==> config.mk <==
export PLATFORM = sky130hd
export DESIGN_NAME = hazard_ctrl
export DESIGN_NICKNAME = d
export VERILOG_FILES = /design/src/rtl/hazard_ctrl.sv
export SDC_FILE = /design/constraint.sdc
export NUM_CORES = 1
export LEC_CHECK = 0
export CAP_MARGIN = 20
export CORE_UTILIZATION = 55
export CTS_BUF_LIST = sky130_fd_sc_hd__clkbuf_2 sky130_fd_sc_hd__clkbuf_4 sky130_fd_sc_hd__clkbuf_8
export DETAILED_ROUTE_END_ITERATION = 16
export DONT_BUFFER_PORTS = 1
export PLACE_DENSITY = 0.66
export SLEW_MARGIN = 20
export SYNTH_ARGS = -nofsm -noshare
export SYNTH_HDL_FRONTEND = slang
export SYNTH_SLANG_ARGS = --single-unit
==> constraint.sdc <==
create_clock -name clk -period 2.7 [get_ports clk]
set_clock_uncertainty 0.15 [all_clocks]
set_input_delay 0.54 -clock clk [delete_from_list [all_inputs] [get_ports clk]]
set_output_delay 0.54 -clock clk [all_outputs]
set_load 0.05 [all_outputs]
==> src/rtl/hazard_ctrl.sv <==
// Pipeline hazard controller: load-use stall, branch flush and
// data-memory wait handling, with a stall-cycle performance counter.
module hazard_ctrl #(
  parameter int unsigned MAX_WAIT = 15
) (
  input  logic        clk,
  input  logic        rst,
  input  logic [3:0]  id_rs1,
  input  logic [3:0]  id_rs2,
  input  logic        id_valid,
  input  logic [3:0]  ex_reg_dst,
  input  logic        ex_is_load,
  input  logic        ex_branch_taken,
  input  logic        mem_req,
  input  logic        mem_ready,
  input  logic        perf_clr,
  output logic        pc_stall,
  output logic        if_id_stall,
  output logic        if_id_flush,
  output logic        id_ex_stall,
  output logic        id_ex_bubble,
  output logic        ex_mem_stall,
  output logic        mem_wb_bubble,
  output logic [1:0]  state,
  output logic        mem_timeout,
  output logic [15:0] stall_cycles
);

  typedef enum logic [1:0] {
    RUN     = 2'd0,
    LDUSE   = 2'd1,
    MEMWAIT = 2'd2,
    FLUSH   = 2'd3
  } state_e;

  localparam logic [7:0] MaxWait = 8'(MAX_WAIT);

  state_e      state_q, state_d;
  logic [7:0]  wait_cnt_q, wait_cnt_d;
  logic        mem_timeout_q, mem_timeout_d;
  logic [15:0] stall_cnt_q, stall_cnt_d;

  logic mem_miss;
  logic ld_use;
  logic mem_hold;
  logic br_kill;
  logic lu_stall;
  logic fl_kill;

  assign mem_miss = mem_req & ~mem_ready;
  assign ld_use   = ex_is_load & id_valid &
                    ((ex_reg_dst == id_rs1) |
                     (ex_reg_dst == id_rs2));

  always_comb begin
    state_d  = state_q;
    mem_hold = 1'b0;
    br_kill  = 1'b0;
    lu_stall = 1'b0;
    fl_kill  = 1'b0;
    unique case (state_q)
      RUN: begin
        if (mem_miss) begin
          mem_hold = 1'b1;
          state_d  = MEMWAIT;
        end else if (ex_branch_taken) begin
          br_kill = 1'b1;
          state_d = FLUSH;
        end else if (ld_use) begin
          lu_stall = 1'b1;
          state_d  = LDUSE;
        end
      end
      LDUSE: begin
        if (mem_miss) begin
          mem_hold = 1'b1;
          state_d  = MEMWAIT;
        end else begin
          state_d = RUN;
        end
      end
      FLUSH: begin
        fl_kill = 1'b1;
        if (mem_miss) begin
          mem_hold = 1'b1;
          state_d  = MEMWAIT;
        end else begin
          state_d = RUN;
        end
      end
      MEMWAIT: begin
        // EX is frozen here, so a taken branch waits for RUN
        if (!mem_ready) mem_hold = 1'b1;
        else state_d = RUN;
      end
      default: state_d = RUN;
    endcase
  end

  assign pc_stall      = ~rst & (mem_hold | lu_stall);
  assign if_id_stall   = ~rst & (mem_hold | lu_stall);
  assign if_id_flush   = ~rst & (br_kill | fl_kill);
  assign id_ex_stall   = ~rst & mem_hold;
  assign id_ex_bubble  = ~rst & (br_kill | lu_stall);
  assign ex_mem_stall  = ~rst & mem_hold;
  assign mem_wb_bubble = ~rst & mem_hold;

  always_comb begin
    wait_cnt_d    = wait_cnt_q;
    mem_timeout_d = mem_timeout_q;
    if (state_q != MEMWAIT && state_d == MEMWAIT) begin
      wait_cnt_d = 8'd0;
    end else if (state_q == MEMWAIT && !mem_ready &&
                 wait_cnt_q != 8'hFF) begin
      wait_cnt_d = wait_cnt_q + 8'd1;
    end
    if (state_q == MEMWAIT && wait_cnt_d == MaxWait)
      mem_timeout_d = 1'b1;
  end

  always_comb begin
    stall_cnt_d = stall_cnt_q;
    if (perf_clr)
      stall_cnt_d = 16'd0;
    else if (pc_stall && stall_cnt_q != 16'hFFFF)
      stall_cnt_d = stall_cnt_q + 16'd1;
  end

  always_ff @(posedge clk or posedge rst) begin
    if (rst) begin
      state_q       <= RUN;
      wait_cnt_q    <= 8'd0;
      mem_timeout_q <= 1'b0;
      stall_cnt_q   <= 16'd0;
    end else begin
      state_q       <= state_d;
      wait_cnt_q    <= wait_cnt_d;
      mem_timeout_q <= mem_timeout_d;
      stall_cnt_q   <= stall_cnt_d;
    end
  end

  assign state        = state_q;
  assign mem_timeout  = mem_timeout_q;
  assign stall_cycles = stall_cnt_q;

endmodule

==> flow_metrics.py <==
metrics = {
    "finish": {
        "ff_latch_area_um2": 677,
        "instances_no_fill": 263,
        "nNetsFinal": 240,
        "multi_input_area_mm2": 0.00116,
        "diodes": 0,
        "drive_gt1_frac": 0.212,
        "area_growth_pct": 11.1,
        "fillers": 293,
    },
    "critical_path": {
        "crit_required_ns": 2.01,
        "critPathMaxFanout": 5,
        "ff2ff_path_depth": 6,
        "r2r-end": "stall_cycles[10]$_DFFE_PP0P_",
        "reg2reg_slack_ns": 0.19,
        "cp-end-kind": "primary output",
        "critPathLaunchType": "flop",
        "crit_type": "flop to primary output",
        "r2r-start": "state[0]$_DFF_PP0_",
        "critPathArrivalTime_ns": 1.92,
    },
    "clock_network": {
        "cts_buffer_depth": 2,
        "cts_max_level": 1,
        "cts_sinks": 27,
        "clk_latency_ns": 0.32,
        "numCtsBuffers": 3,
        "clkSlewWorstSetupHoldPaths_ns": 0.14,
        "cts_hold_buf": 0,
        "cts_tree": "built",
        "cts-root-buf": "clkbuf_4",
    },
    "drt": {
        "postRouteAntennaNets": 0,
        "avgRoutedWirePerCell_um": 15.7,
        "detail_route.vias_per_cell": 6.28,
        "drtIter0Drc": 100,
        "dr_total_vias": 1652,
        "drc": 0,
        "drt-total-wl_mm": 4.13,
        "drtPass1Iterations": 4,
    },
    "die": {
        "start_util": 0.577,
        "ioPinCount": 46,
        "num_rows": 21,
        "die_h_um": 61.2,
        "core_area_mm2": 0.00334,
        "die_x_um": 61.2,
        "dieArea_mm2": 0.00374,
    },
    "power_and_ir_drop": {
        "power_frac_clock": 0.188,
        "p_per_area_mw_per_mm2": 440,
        "seqPwrFrac": 0.510,
        "switching_share": 0.367,
        "worst_ir_drop_vdd_mv": 0.271,
        "p_int_mw": 0.596,
        "leakage_nw": 0.920,
        "power.total_mw": 0.941,
        "p_switching_mw": 0.345,
        "power_frac_comb": 0.303,
    },
    "yosys": {
        "ys.flop_type": "dfrtp_1",
        "syn_nets": 226,
        "ys_seq_elements": 27,
        "synthesis.area_mm2": 0.00192,
        "syn_avg_cell_area_um2": 9.43,
        "ys_warn_count": 0,
        "seq_area_frac_synth": 0.351,
        "synth_top_cell_by_area": "dfrtp_1",
        "synth.distinct_cells": 55,
        "synthTopCellsByCount": "27 x dfrtp_1, 14 x nor2_1, 11 x a21oi_1, 10 x xor2_1",
        "synthArstFlopShare": 1.00,
        "synth_area_leaders": "dfrtp_1 35%, xor2_1 4.6%, a21oi_1 2.9%, nor2_1 2.7%, or4_1 2.7%",
        "yosysMostFrequentCell": "dfrtp_1",
        "synth_edf_count": 0,
        "postSynthCellCount": 204,
        "synth_top_area_frac": 0.351,
    },
    "timing": {
        "setup_viol": 0,
        "holdWs_ns": 0.0142,
        "setup_slack_ns": 0.0875,
        "worst_pin_slew_ns": 0.962,
        "maxSlewHeadroom": 0.356,
        "period_minus_slack_ns": 2.61,
        "timing.final.crit_share": 0.968,
        "hold_violations": 0,
        "fmax_ghz": 0.383,
        "finalMaxSlewViolations": 0,
    },
    "global_route": {
        "grt_antenna_before_repair": 0,
        "grt_pass1_vias": 1550,
        "grt_overflow": 0,
        "grt_pass1_wl_mm": 6.59,
        "track_usage": 0.233,
        "grt_max_degree": 28,
    },
    "placement": {
        "place_ws_ns": 0.227,
        "port_buffers": 0,
        "place_hpwl_mm": 2.97,
        "gp_congestion": 0.799,
        "numPlacedInstances": 258,
    },
    "run": {
        "maxCapViolCount": 0,
    },
    "run_status": {
        "status": "complete, no violations",
    },
    "hold_path": {
        "min_path_type": "input pin to async pin",
    },
}
registers in the layout (all words and copies together), names as in the netlist:
name / flops
state: 2
mem_timeout: 1
wait_cnt_q: 8
stall_cycles: 16
power groups by stage:
| stage | registers (mW) | logic (mW) | clock network, mW |
|---|---|---|---|
| floorplan | 0.495 | 0.217 | 0 |
| global placement | 0.482 | 0.272 | 0 |
| detailed placement | 0.484 | 0.277 | 0 |
| CTS | 0.477 | 0.278 | 0.185 |
| global route | 0.485 | 0.315 | 0.202 |
| finish | 0.480 | 0.285 | 0.177 |
how the worst max path moves through the flow:
stage / from / end / slack (ns) / depth (start not counted)
4_1_cts: state[1]$_DFF_PP0_ / if_id_flush / 0.008 / 4
2_1_floorplan: id_rs2[1] / pc_stall / 0.06 / 5
6_report: state[1]$_DFF_PP0_ / if_id_flush / 0.09 / 4
3_3_place_gp: id_rs2[1] / id_ex_bubble / 0.23 / 6
5_1_grt: state[0]$_DFF_PP0_ / stall_cycles[13]$_DFFE_PP0P_ / -0.003 / 6
3_5_place_dp: id_rs2[1] / id_ex_bubble / 0.23 / 6
area by class of cell:
type,count,area share
clock buffers,3,0.0105
clock inverters,1,0.00234
inverters,6,0.0105
multi-input cells,158,0.541
flip-flops and latches,27,0.317
well taps,46,0.0269
repair buffers,22,0.0925
metrics by stage:
stage	util	setup TNS (ns)	cell area, um2
floorplan	-	0	1930
global placement	0.628	0	2090
detailed placement	0.628	0	2090
CTS	0.636	0	2120
global route	0.641	-0.00288	2140
finish	0.641	0	2140
layout by cell type, fill, tap and decap left out, drive strengths merged, types with 5 or more instances in the layout:
cell   count
and3       9
o21ai      6
nand3      9
xor2      10
nand2      9
or4        8
nor3       6
nor2      14
o31ai      6
nand4      6
nor4       6
inv        6
buf       22
o21ba      5
dfrtp     27
a21oi     11
nor2b      5
cells by family (layout without fill, tap and decap cells):
logic type                 after synthesis  in the layout  synth area share
AOI/OAI and AO/OA                       50             50             0.196
xor gates and xnor gates                13             13            0.0592
buffers and inverters                   19             32            0.0501
adders and majority gates                2              2            0.0130
and+or+nand+nor                         87             87             0.291
DFF                                     27             27             0.351
muxes                                    6              6            0.0390
metal layers:
| metal | track usage | part of all wire | vias to the layer above |
|---|---|---|---|
| li1 | - | - | 794 |
| met1 | 0.299 | 0.45 | 811 |
| met2 | 0.421 | 0.50 | 41 |
| met3 | 0.0273 | 0.047 | 6 |
| met4 | 0.0487 | 0.0080 | 0 |
| met5 | 0 | 0 | - |
critical path, cell delays in order (launching register included):
cell     delay [ns]
dfrtp_2        0.47
buf_6          0.17
or4_2          0.63
a21oi_2        0.17
buf_6          0.17
what timing repair did:
item	in CTS	in global routing
setup endpoints to repair	0	1
setup buffers	0	1
gates resized for setup	0	3
No activity file was read; power rests on OpenSTA's default activity.
